===== src/rtl/btn_cmd_arbiter.sv =====
// -----------------------------------------------------------------------------
// btn_cmd_arbiter
//
// Turns 1-cycle press pulses from a bank of debouncers into one ordered stream
// of button-index commands for the microwave control FSM.
//
// Two stages:
//   1. Pending register: one bit per button. Each cycle the lowest-index set
//      bit (highest priority) moves into the FIFO if there is room. A press
//      that lands on a button which is already pending, and is not moving out
//      this cycle, merges into the pending bit and is counted as dropped.
//   2. Command FIFO: DEPTH entries of button indices. A pop in the same cycle
//      does not create room for a push; fullness is judged on the pre-pop
//      count.
//
// Ports
//   clk          system clock
//   rst          asynchronous, active-high reset
//   i_clear      synchronous flush of pending bits and FIFO (drop count kept)
//   i_btn        debounced press pulses, bit k = button k
//   i_cmd_ready  consumer accepts the head command this cycle
//   o_cmd_valid  FIFO non-empty, o_cmd_id is valid
//   o_cmd_id     button index of the head command
//   o_pending    presses latched but not yet in the FIFO
//   o_full       FIFO holds DEPTH entries
//   o_drop_cnt   presses lost to merging, saturating
// -----------------------------------------------------------------------------
module btn_cmd_arbiter #(
    parameter  int N_BTN  = 5,
    parameter  int DEPTH  = 4,
    parameter  int DROP_W = 8,
    localparam int ID_W   = $clog2(N_BTN)
) (
    input  logic              clk,
    input  logic              rst,
    input  logic              i_clear,
    input  logic [N_BTN-1:0]  i_btn,
    input  logic              i_cmd_ready,
    output logic              o_cmd_valid,
    output logic [ID_W-1:0]   o_cmd_id,
    output logic [N_BTN-1:0]  o_pending,
    output logic              o_full,
    output logic [DROP_W-1:0] o_drop_cnt
);

    localparam int PTR_W = $clog2(DEPTH);
    localparam int CNT_W = PTR_W + 1;
    // Wide enough to hold the drop count plus one cycle's worth of merges
    // before saturating.
    localparam int SUM_W = DROP_W + ID_W + 1;
    localparam logic [SUM_W-1:0] DROP_MAX = {{(SUM_W-DROP_W){1'b0}}, {DROP_W{1'b1}}};

    logic [N_BTN-1:0]  pend;
    logic [ID_W-1:0]   mem [DEPTH];
    logic [PTR_W-1:0]  wr_ptr;
    logic [PTR_W-1:0]  rd_ptr;
    logic [CNT_W-1:0]  count;
    logic [DROP_W-1:0] drop_cnt;

    logic [ID_W-1:0]   sel;
    logic              push;
    logic              pop;
    logic [N_BTN-1:0]  push_mask;
    logic [N_BTN-1:0]  pend_next;
    logic [N_BTN-1:0]  drop_bits;
    logic [SUM_W-1:0]  drop_inc;
    logic [SUM_W-1:0]  drop_sum;
    logic [DROP_W-1:0] drop_next;
    logic [CNT_W-1:0]  count_next;

    // -------------------------------------------------------------------------
    // Next-state logic
    // -------------------------------------------------------------------------
    // NOTE: every signal gets a default at the top of the block so no path
    // leaves it unassigned, which would otherwise infer a latch.
    always_comb begin
        sel        = '0;
        push_mask  = '0;
        drop_inc   = '0;
        count_next = count;

        // Scan from the top down so the last hit is the lowest set index.
        for (int i = N_BTN - 1; i >= 0; i--) begin
            if (pend[i]) begin
                sel = ID_W'(i);
            end
        end

        // Fullness uses the pre-pop count: a same-cycle pop frees nothing.
        push = (pend != '0) && (count < CNT_W'(DEPTH));
        pop  = (count != '0) && i_cmd_ready;

        if (push) begin
            push_mask = N_BTN'(1) << sel;
        end

        // A press on the bit being pushed re-arms it as a fresh event.
        pend_next = (pend & ~push_mask) | i_btn;
        drop_bits = i_btn & pend & ~push_mask;

        for (int i = 0; i < N_BTN; i++) begin
            drop_inc = drop_inc + SUM_W'(drop_bits[i]);
        end
        drop_sum  = SUM_W'(drop_cnt) + drop_inc;
        drop_next = (drop_sum > DROP_MAX) ? {DROP_W{1'b1}} : drop_sum[DROP_W-1:0];

        case ({push, pop})
            2'b10:   count_next = count + CNT_W'(1);
            2'b01:   count_next = count - CNT_W'(1);
            default: count_next = count;
        endcase
    end

    // -------------------------------------------------------------------------
    // State registers
    // -------------------------------------------------------------------------
    // NOTE: sequential state uses non-blocking assignments so every register
    // samples the pre-edge values, independent of statement order.
    always_ff @(posedge clk or posedge rst) begin
        if (rst) begin
            pend     <= '0;
            wr_ptr   <= '0;
            rd_ptr   <= '0;
            count    <= '0;
            drop_cnt <= '0;
            // NOTE: the storage array is reset too; it is only a few flops and
            // o_cmd_id must read zero straight out of reset.
            for (int i = 0; i < DEPTH; i++) begin
                mem[i] <= '0;
            end
        end else if (i_clear) begin
            // Flush wins over any push, pop or press in the same cycle.
            pend   <= '0;
            wr_ptr <= '0;
            rd_ptr <= '0;
            count  <= '0;
        end else begin
            pend     <= pend_next;
            count    <= count_next;
            drop_cnt <= drop_next;
            if (push) begin
                mem[wr_ptr] <= sel;
                wr_ptr      <= wr_ptr + PTR_W'(1);
            end
            if (pop) begin
                rd_ptr <= rd_ptr + PTR_W'(1);
            end
        end
    end

    // -------------------------------------------------------------------------
    // Outputs
    // -------------------------------------------------------------------------
    assign o_cmd_valid = (count != '0);
    assign o_cmd_id    = mem[rd_ptr];
    assign o_pending   = pend;
    assign o_full      = (count == CNT_W'(DEPTH));
    assign o_drop_cnt  = drop_cnt;

endmodule


===== config.mk =====
export PLATFORM = sky130hd
export DESIGN_NAME = btn_cmd_arbiter
export DESIGN_NICKNAME = d
export VERILOG_FILES = /design/src/rtl/btn_cmd_arbiter.sv
export SDC_FILE = /design/constraint.sdc
export NUM_CORES = 1
export LEC_CHECK = 0
export CAP_MARGIN = 10
export CORE_MARGIN = 4
export CORE_UTILIZATION = 35
export DETAILED_ROUTE_END_ITERATION = 6
export PLACE_DENSITY_LB_ADDON = 0.25
export SLEW_MARGIN = 5
export SYNTH_ARGS = -nofsm -noshare
export SYNTH_HDL_FRONTEND = slang
export SYNTH_SLANG_ARGS = --single-unit

===== constraint.sdc =====
create_clock -name clk -period 4.7 [get_ports clk]
set_input_delay 0.705 -clock clk [delete_from_list [all_inputs] [get_ports clk]]
set_output_delay 0.705 -clock clk [all_outputs]
set_load 0.02 [all_outputs]

**Yosys cells after proc, flatten, opt, wreduce, memory -nomap -nowiden**

Index checks and enable logic that the tools add are counted.

- Bits in registers: 32
- Latch bits: 0
- Bits in writable memories: 0
- Bits in read-only memories: 0
- Memories kept: 0

- $add $sub $neg: 9
- Multiply operators: 0
- Div/mod/pow operators: 0
- Order comparisons: 5
- Equal/unequal tests: 3
- Shifts and indexed selects: 1
- Mux-type cells: 20
- Bitwise operators: 8
- Reductions and logical operators: 9

Operators by type and width:

| operator | count |
|---|---|
| $mux 3 | 9 |
| $and 5x5->5 | 3 |
| $bwmux 12 | 1 |
| $mux 5 | 2 |
| $add 8x5->9 | 1 |
| $gt 9x8->1 const B | 1 |
| $mux 2 | 4 |
| $mux 8 | 1 |
| $bmux 3 s2 | 1 |
| $demux 3 s2 | 1 |
| $ge 3x3->1 const B | 2 |
| $not 2->3 | 2 |
| $pmux 3 s2 | 1 |
| $reduce_bool 3->1 | 2 |
| $add 4x1->5 | 1 |
| $not 5->5 | 1 |
| $or 5x5->5 | 1 |
| $reduce_bool 5->1 | 1 |
| $shl 1x3->5 const A | 1 |
| $add 2x1->2 const B | 2 |
| $add 3x1->4 | 1 |
| $reduce_bool 2->1 | 2 |
| $add 2x1->3 | 1 |
| $add 3x1->3 const B | 1 |
| other kinds (10) | 12 |

**Longest topological paths before layout**

- Word-level depth: 16
- Depth in mapped cells: 11
- Mapped depth without buffers: 10

**Worst setup path before layout**

OpenSTA, ideal clock, no wires.

- Path kind: reg-to-reg
- From: register count[2]
- To: register drop_cnt[7] (netlist: o_drop_cnt[7])
- Arrival: 3.257 ns
- Setup slack: 1.319 ns
- Cell stages (with the launch flop): 11
- Buffers on the path: 1
- Period minus slack after synthesis: 3.381 ns
- Cells stage by stage: dfrtp_1 clkbuf_1 or3_1 and3_1 fa_1 fa_1 ha_1 fa_1 a21oi_1 nand2_1 mux2_2

- Longest elaborated chain between the ends: 12

RTL lines:

| element | line | text |
|---|---|---|
| start, declared | 57 | `logic [CNT_W-1:0] count;` |
| start signal, assigned | 139 | `count <= count_next;` |
| $lt 3x3->1 (*) | 90 | `push = (pend != '0) && (count < CNT_W'(DEPTH));` |
| $logic_and 1x1->1 (*) | 90 |  |
| $mux 5 (*) | 93 | `if (push) begin` |
| $not 5->5 (*) | 99 | `drop_bits = i_btn & pend & ~push_mask;` |
| $and 5x5->5 (*) | 99 |  |
| $add 1x1->2 | 102 | `drop_inc = drop_inc + SUM_W'(drop_bits[i]);` |
| $add 2x1->3 | 102 |  |
| $add 3x1->4 | 102 |  |
| $add 4x1->5 (*) | 102 |  |
| $add 8x5->9 (*) | 104 | `drop_sum = SUM_W'(drop_cnt) + drop_inc;` |
| $gt 9x8->1 | 105 | `drop_next = (drop_sum > DROP_MAX) ? {DROP_W{1'b1}} : drop_sum[DROP_W-1:0];` |
| $mux 8 (*) | 105 |  |
| end signal, assigned | 140 | `drop_cnt <= drop_next;` |
| end, declared | 58 | `logic [DROP_W-1:0] drop_cnt;` |

Mark *: on every way between the ends. The rest lies on a longest branch, timed or not.
A chain may end at the register's enable or synchronous reset.

**Worst setup path in the final report**

- From: register count[2]
- To: register drop_cnt[5] (netlist: o_drop_cnt[5])

Same word-level chain as after synthesis.

==> results.cfg <==
[synthesis]
yosysTopAreaCell = dfrtp_1
ys_types = 39
syn_area_um2 = 1820
synth.area.mux_share_pct = 13.5
synthArstFlopShare_pct = 100
yosys_register_bits = 32
synth_commonest_cells = 32 x dfrtp_1, 18 x nor2_1, 15 x a21oi_1
ys_seq_area_share_pct = 44.0
synth-compound-area-share_pct = 10.9
synth_top_family_by_area = simple AND/OR/NAND/NOR gates
yosysWarnings = 0
synth-xor-area-share_pct = 2.41
ys.flop_type = dfrtp_1
synth_edf_count = 0
yosysTopAreaCellShare_pct = 44.0
syn_inst = 166
syn_nets = 187
post-synth-top-count-cell = dfrtp_1
synth_area_leaders = dfrtp_1 44%, mux2_2 8.0%, ha_1 5.5%
synth_area_per_cell_um2 = 11.0
synth-adder-area-share_pct = 9.90
synth-simple-area-share_pct = 15.9

[critical_path]
worstPathRequired_ns = 4.84
worst-setup-path-type = flop to flop
startpoint = count[2]
worstRegToRegCells = 10
startpoint_type = flop
crit_path_max_fanout = 11
r2r_slack_ns = 1.15
worstSetupEndpointType = flop
r2r-start = count[2]
r2r_end = o_drop_cnt[5]
arrival_ns = 3.69

[die]
rows = 25
coreArea_um2 = 4880
start_util_pct = 37.3
die_w_um = 80.1
die_height_um = 80.1
dieArea_um2 = 6420
io_pins = 27

[routing]
drc_errors = 0
drtPass1Iterations = 4
drt_iter0_markers = 70
wirelength_um = 3680
antenna_left = 0
vias_per_cell = 5.06
vias = 1330
wl_per_cell_um = 14.0

[power]
peakVddDrop_mv = 0.286
p_leak_nw = 1.01
p_per_area_nw_per_um2 = 532

[min_path]
hold_end = mem[11]
hp-class = flop to flop
holdPathStages = 1
hp-start = mem[11]

[status]
status = finished, final reports clean

[cts]
clock_latency_ns = 0.28
cts_tree = built
root_buffer = clkbuf_8
numCtsBuffers = 5
cts_sinks = 32
htreeDepth = 2
cts_resized = 0
clkSlewWorstSetupHoldPaths_ns = 0.07
clockBufferDepth = 2
cts_setup_buffers = 0
holdBufCountCts = 0

[global_route]
grt_pass1_vias = 1433
grt_pass1_wl_um = 6700
grt_max_degree = 33
gr-usage-all-layers_pct = 13.2
antenna_found_initial = 0
grt-ovfl-total = 0

[timing]
setup-tns-final_ns = 0
clock.fmax_mhz = 282
period_minus_slack_ns = 3.55
skew_ns = 0.00718
final-hold-violation-count = 0
post-route-period-util_pct = 75.5
setup_violations = 0
drv_slew = 0
relSlewSlack_pct = 69.5
rsz0062_at_grt = no
worst_slew_pin_slew_ns = 0.454

[layout]
drive_gt1_share_pct = 16.3
area_growth_pct = 24.2
antenna_cells = 0
finalCoreUtilization_pct = 46.3
fin_nets = 216

[run]
cap_viol_max_count = 0

[placement]
place.gp.congestion = 0.790
port-buffer-count = 26
hpwl_um = 2690
==> how the worst max path moves through the flow <==
stage	to	slack, ns
2_1_floorplan	o_drop_cnt[7]	1.32
3_3_place_gp	o_drop_cnt[4]	0.97
3_5_place_dp	o_drop_cnt[5]	0.90
4_1_cts	o_drop_cnt[4]	1.14
5_1_grt	o_drop_cnt[4]	0.96
6_report	o_drop_cnt[5]	1.15
==> per-stage QoR <==
step                      worst slack [ns]  instances  hold WS, ns  cell area, µm²  total power, mW
after global placement               0.975        255        0.467            2150            0.939
after floorplan                       1.32        166        0.453            1820            0.779
final                                 1.15        263        0.488            2260             1.20
after CTS                             1.14        263        0.493            2260             1.22
after global routing                 0.959        263        0.523            2260             1.30
after detailed placement             0.900        255        0.478            2150            0.958
==> cells in the final DEF, fill, tap and decap left out, drive strengths merged, types with 6 or more instances in the layout <==
cell type,netlist,routed
a21oi,15,15
clkbuf,5,6
clkdlybuf4s50,0,26
dfrtp,32,32
ha,8,8
inv,10,10
mux2,14,14
nand2,6,6
nor2,18,18
==> sequential cells by signal (all words and copies together) (netlist names) <==
| name | cells |
|---|---|
| count | 3 |
| mem | 12 |
| o_drop_cnt | 8 |
| o_pending | 5 |
| rd_ptr | 2 |
| wr_ptr | 2 |
==> cell families (layout without fill, tap and decap cells) <==
family | after synthesis | count (layout)
AO/OA/AOI/OAI | 32 | 32
XOR/XNOR | 5 | 5
adder cells (fa/ha/maj) | 12 | 12
buffers and inverters | 16 | 46
flip-flops | 32 | 32
multiplexers | 19 | 19
AND/OR/NAND/NOR | 50 | 50
==> area by class of cell <==
cell class / instances / area, µm²
clock buffers: 6 / 72.6
clock inverters: 2 / 35.0
fillers: 465 / 2620
inverters: 10 / 37.5
multi-input cells: 118 / 956
flip-flops and latches: 32 / 801
well taps: 67 / 83.8
repair buffers: 28 / 275
==> where the power goes <==
| part | switching (mW) | leakage [nW] | internal, mW |
|---|---|---|---|
| registers | 0.0898 | 0.411 | 0.362 |
| clock network | 0.0996 | 0.0552 | 0.157 |
| logic | 0.231 | 0.546 | 0.264 |
| total | 0.420 | 1.01 | 0.784 |
==> critical path: stages (launching register included) <==
cell,delay (ns)
dfrtp_1,0.48
or3_1,0.45
and3_1,0.21
fa_1,0.47
fa_1,0.49
ha_1,0.24
fa_1,0.40
a21oi_1,0.31
nor2_1,0.15
nand3_1,0.12
a31oi_1,0.09
==> routing by layer <==
metal  up-vias  part of all wire, %  GRT usage, %
met3         5                  3.9          3.14
met4         0                  1.4          5.07
met1       662                   46          17.1
met5         -                    0             0
li1        640                    -             -
met2        23                   49          21.4
(Power assumes the default switching activity.)
